[src/rtl/tmr_ctrl_regs.sv]
// tmr_ctrl_regs: per-channel control/status register bank for the APB timer.
// Each channel has a control register (EN, DIR, CS, IE, LOAD strobe), a sticky
// W1C status register (OVF, UDF, CSP) and a clock-select shadow that is
// transferred to the active value on the counter boundary while running.
module tmr_ctrl_regs #(
  parameter int N_CH = 4,
  parameter int CS_W = 2,
  parameter int AW   = (N_CH > 1) ? $clog2(N_CH) : 1
) (
  input  logic                   i_clk_sys,
  input  logic                   i_rst,
  input  logic                   i_wren,
  input  logic                   i_rden,
  input  logic [AW-1:0]          i_addr,
  input  logic                   i_sel,
  input  logic [7:0]             i_wdata,
  output logic [7:0]             o_rdata,
  input  logic [N_CH-1:0]        i_ovf,
  input  logic [N_CH-1:0]        i_udf,
  input  logic [N_CH-1:0]        i_upd,
  output logic [N_CH-1:0]        o_en,
  output logic [N_CH-1:0]        o_dir,
  output logic [N_CH*CS_W-1:0]   o_cs,
  output logic [N_CH-1:0]        o_load,
  output logic                   o_irq
);

  logic [N_CH-1:0] en_q, dir_q, ie_q, load_q, csp_q, ovf_q, udf_q;
  logic [CS_W-1:0] cs_q [N_CH];
  logic [CS_W-1:0] sh_q [N_CH];

  logic            addr_ok;
  logic [N_CH-1:0] wr_ctrl, wr_stat;
  logic [CS_W-1:0] wr_cs;
  logic [7:0]      rd_val;
  logic            unused_wdata;

  assign addr_ok      = 32'(i_addr) < N_CH;
  assign wr_cs        = i_wdata[2 +: CS_W];
  assign unused_wdata = ^i_wdata;

  // Per-channel write strobes; out-of-range addresses select nothing.
  always_comb begin
    // NOTE: every always_comb output gets a default first so no latch is inferred.
    wr_ctrl = '0;
    wr_stat = '0;
    for (int k = 0; k < N_CH; k++) begin
      if (i_wren && addr_ok && (i_addr == AW'(k))) begin
        wr_ctrl[k] = ~i_sel;
        wr_stat[k] = i_sel;
      end
    end
  end

  // Read mux: the selected register image, zero for unimplemented bits/channels.
  always_comb begin
    rd_val = '0;
    for (int k = 0; k < N_CH; k++) begin
      if (addr_ok && (i_addr == AW'(k))) begin
        if (i_sel) begin
          rd_val[0] = ovf_q[k];
          rd_val[1] = udf_q[k];
          rd_val[2] = csp_q[k];
        end else begin
          rd_val[0]          = en_q[k];
          rd_val[1]          = dir_q[k];
          rd_val[2 +: CS_W]  = cs_q[k];
          rd_val[6]          = ie_q[k];
        end
      end
    end
  end

  // Channel state: control fields, clock-select shadowing, load strobe, sticky flags.
  always_ff @(posedge i_clk_sys) begin
    if (i_rst) begin
      en_q   <= '0;
      dir_q  <= '0;
      ie_q   <= '0;
      load_q <= '0;
      csp_q  <= '0;
      ovf_q  <= '0;
      udf_q  <= '0;
      // NOTE: the shadow array is tiny flop storage, so it is reset along with
      // everything else; a pending value must never survive reset.
      for (int k = 0; k < N_CH; k++) begin
        cs_q[k] <= '0;
        sh_q[k] <= '0;
      end
    end else begin
      for (int k = 0; k < N_CH; k++) begin
        // NOTE: sequential state uses non-blocking assignments so every flop
        // samples pre-edge values regardless of statement order.
        load_q[k] <= wr_ctrl[k] & i_wdata[7];
        // A set event in the same cycle as a W1C write wins.
        ovf_q[k]  <= i_ovf[k] | (ovf_q[k] & ~(wr_stat[k] & i_wdata[0]));
        udf_q[k]  <= i_udf[k] | (udf_q[k] & ~(wr_stat[k] & i_wdata[1]));
        if (wr_ctrl[k]) begin
          en_q[k]  <= i_wdata[0];
          dir_q[k] <= i_wdata[1];
          ie_q[k]  <= i_wdata[6];
          if (en_q[k] && i_wdata[0]) begin
            // Running and staying on: defer CS to the next boundary. A boundary
            // this same cycle still applies the previous shadow.
            sh_q[k]  <= wr_cs;
            csp_q[k] <= 1'b1;
            if (csp_q[k] && i_upd[k]) cs_q[k] <= sh_q[k];
          end else begin
            cs_q[k]  <= wr_cs;
            csp_q[k] <= 1'b0;
          end
        end else if (csp_q[k] && i_upd[k]) begin
          cs_q[k]  <= sh_q[k];
          csp_q[k] <= 1'b0;
        end
      end
    end
  end

  // Registered read data, held while no read is requested.
  always_ff @(posedge i_clk_sys) begin
    if (i_rst)       o_rdata <= '0;
    else if (i_rden) o_rdata <= rd_val;
  end

  // Pack the active clock selects onto the flat output bus.
  always_comb begin
    o_cs = '0;
    for (int k = 0; k < N_CH; k++) o_cs[k*CS_W +: CS_W] = cs_q[k];
  end

  assign o_en   = en_q;
  assign o_dir  = dir_q;
  assign o_load = load_q;
  assign o_irq  = |(ie_q & (ovf_q | udf_q));

endmodule
[config.mk]
export PLATFORM = sky130hd
export DESIGN_NAME = tmr_ctrl_regs
export DESIGN_NICKNAME = d
export VERILOG_FILES = /design/src/rtl/tmr_ctrl_regs.sv
export SDC_FILE = /design/constraint.sdc
export NUM_CORES = 1
export LEC_CHECK = 0
export ABC_CLOCK_PERIOD_IN_PS = 2600
export BUFFER_PORTS_ARGS = -buffer_cell sky130_fd_sc_hd__buf_4
export CAP_MARGIN = 20
export CORE_ASPECT_RATIO = 0.8
export CORE_UTILIZATION = 30
export DETAILED_ROUTE_END_ITERATION = 10
export PLACE_DENSITY_LB_ADDON = 0.15
export SYNTH_ARGS = -nofsm -noshare
export SYNTH_HDL_FRONTEND = slang
export SYNTH_SLANG_ARGS = --single-unit
[constraint.sdc]
create_clock -name i_clk_sys -period 2.6 [get_ports i_clk_sys]
set_clock_uncertainty 0.1 [all_clocks]
set_input_delay 0.26 -clock i_clk_sys [delete_from_list [all_inputs] [get_ports i_clk_sys]]
set_output_delay 0.26 -clock i_clk_sys [all_outputs]
set_load 0.005 [all_outputs]
==> results.md <==
- Pwr Density: 510.3 mW/mm2
- Worst skew pair latency: 0.31 ns
- Outcome: complete, no violations
- CTS tree: done
- Crit Path Max Fanout: 21
- Sequential area share after synthesis: 48.51%
- Largest net degree at the start of global routing: 49
- Worst Path Required: 2.52 ns
- Max-slew headroom: 65.86%
- Vias in the first global route: 1,893
- Yosys reg bits: 49
- FFs w/ async S/R, synth: 0%
- Post-Synth Simple-Gate Area: 19.52%
- Drt pass-1 iters: 4
- # DRC: 0
- Prevailing post-synth register cell: dfxtp_1
- Final Max Slew Viols: 0
- Worst Setup Path Type: in -> reg
- GP Congestion: 0.7611
- Area growth syn-to-layout: 22.50%
- R2R setup slack: 1.12 ns
- DRT iter0 DRCs: 87
- Cell Count Post-Placement: 389
- Mapped Area: 0.002352 mm2
- Setup crit end kind: flop
- Rows: 28
- Crit start category: input port
- Reported max-cap violation count: 0
- H-tree depth: 2
- Initial antenna violation count: 0
- Routed wire length: 6275 um
- Worst-path clk slew: 0.09 ns
- Synth area leader: dfxtp_1
- Die height: 81.20 um
- Area contributors post-synth: dfxtp_1, edfxtp_1, mux2i_1, a21oi_1, nand2_1
- Filler cells: 811
- Xor/xnor cell area share of the yosys netlist: 0%
- Final setup vio count: 0
- Yosys cell types: 38
- Root buffer cell: clkbuf_8
- Post-Synth Adder-Cell Area: 0%
- TNS Setup: 0 ns
- DIE AREA: 0.008201 mm2
- Core Region: 0.007497 mm2
- Hold-fix buffers, CTS: 0
- Drt wl/cell: 15.81 um
- Worst Hold Class: in -> reg
- Mux contribution to synthesized area: 9.734%
- Die Span X: 101 um
- Clock tree buffer depth: 2
- Post-CTS Setup Bufs: 0
- Finished Core Util: 38.43%
- Post-Syn Instances: 245
- Minimum clock period: 1.523 ns
- Final net count: 318
- Post-synth top area share: 28.09%
- Final Hold Fails: 0
- Worst Max-Slew Pin Slew: 0.5122 ns
- Ports: 56
- Layout cells sized above 1: 26.03%
- Crit path DAT: 1.44 ns
- # resized after CTS: 0
- Post-synthesis compound-gate area fraction: 16.33%
- Total chip power: 1.470 mW
- Main combinational cell family by area after synthesis: simple AND/OR/NAND/NOR gates
- Syn_area_per_cell: 9.601 um2
- Finished Layout Cells: 397
- Initial core utilization: 31.38%
- RSZ-0062 raised after global routing: no
- CTS Buf Count: 5
- Worst vdd ir: 0.0002178 V
- Total grt overflow: 0
- Vias: 1,897
- Sink Count: 49
- F_max: 656.8 MHz
- Post-synth EDFFs: 16
- Crit share post-route: 58.56%
- PortBufs: 50
- DP HPWL: 4435 um
- P_leak: 1.137 nW
- First-pass GRT wire length: 9832 um
- GRT Resource Usage Total: 16.00%
- Number of antenna diodes: 0
- Vias/cell: 4.778
- Yosys warns: 0
- Routed Antenna Nets: 0
## cell type report
cell class | instances | area (um2) | area share, %
inverters | 11 | 41.29 | 1.433
well taps | 105 | 131.4 | 4.559
multi-input cells | 171 | 1090 | 37.82
clock inverters | 1 | 3.754 | 0.1303
clock buffers | 7 | 76.32 | 2.649
repair buffers | 53 | 397.9 | 13.81
flip-flops and latches | 49 | 1141 | 39.60
## cell usage in the layout, fill, tap and decap left out, types with 2 or more instances in the layout
master / instances
a211o_1: 4
a21oi_1: 27
a22o_1: 3
a31o_2: 4
a31oi_1: 3
and3b_1: 2
buf_4: 53
clkbuf_1: 2
clkbuf_8: 5
conb_1: 3
dfxtp_1: 33
edfxtp_1: 16
inv_1: 11
mux2_2: 3
mux2i_1: 15
mux4_2: 2
nand2_1: 33
nand2b_1: 5
nand3_1: 2
nand4_1: 7
nand4b_1: 3
nor2_1: 19
nor2b_1: 4
nor3_1: 3
o21ai_0: 15
o221ai_1: 3
## registers in the layout, indices dropped and copies added (netlist names)
register,count
cs_q,8
csp_q,4
ie_q,4
o_dir,4
o_en,4
o_load,4
o_rdata,5
ovf_q,4
sh_q,8
udf_q,4
## cell usage after synthesis (all sizes together), types with 2 or more instances
library cell,n
a211o,4
a21oi,29
a22o,3
a31o,4
a31oi,3
and2,2
and3b,2
buf,10
clkbuf,6
dfxtp,33
edfxtp,16
inv,11
mux2,3
mux2i,15
mux4,2
nand2,33
nand2b,5
nand3,2
nand4,7
nand4b,3
nor2,19
nor2b,4
nor3,3
o21ai,15
o221ai,3
## critical path, cell delays in order
cell	delay [ns]
buf_4	0.22
or4b_4	0.63
a21oi_4	0.17
a211o_1	0.15
## path summary, 6_finish.rpt
path,start,to,cells after the start
min,i_ovf[0],ovf_q[0]$_SDFF_PP0_,3
max,i_sel,cs_q[0][0]$_SDFFCE_PN0P_,4
max reg2reg,cs_q[2][0]$_SDFFCE_PN0P_,o_rdata[2]$_SDFFE_PP0P_,4
min reg2reg,ie_q[0]$_SDFFE_PP0P_,ie_q[0]$_SDFFE_PP0P_,2
## where the power goes
group	switching (mW)	total [mW]	internal, mW
clock	0.257	0.446	0.188
combinational	0.0994	0.186	0.0866
sequential	0.0208	0.839	0.818
## per-stage QoR
stage | cell area [um2] | setup slack, ns | hold WS, ns
4_1_cts | 2882 | 1.081 | 0.09317
3_5_place_dp | 2801 | 0.7668 | 0.3698
3_3_place_gp | 2801 | 0.7592 | 0.3596
2_1_floorplan | 2360 | 1.022 | 0.2895
5_1_grt | 2882 | 1.054 | 0.08585
6_report | 2882 | 1.077 | 0.09139
## routing by layer
layer	GRT usage, %	up-vias	wire, um
li1	-	955	-
met3	3.701	7	279
met2	23.97	44	2638
met1	23.15	891	3307
met5	0	-	0
met4	3.913	0	49
## cells by family (layout without fill, tap and decap cells)
group                  Yosys count  count (layout)
other                            1               3
flip-flops                      49              49
AND/OR/NAND/NOR                 86              86
multiplexers                    20              20
AO/OA/AOI/OAI                   62              62
buffers and inverters           27              72
Note: power is estimated with default switching activity, not from simulation.
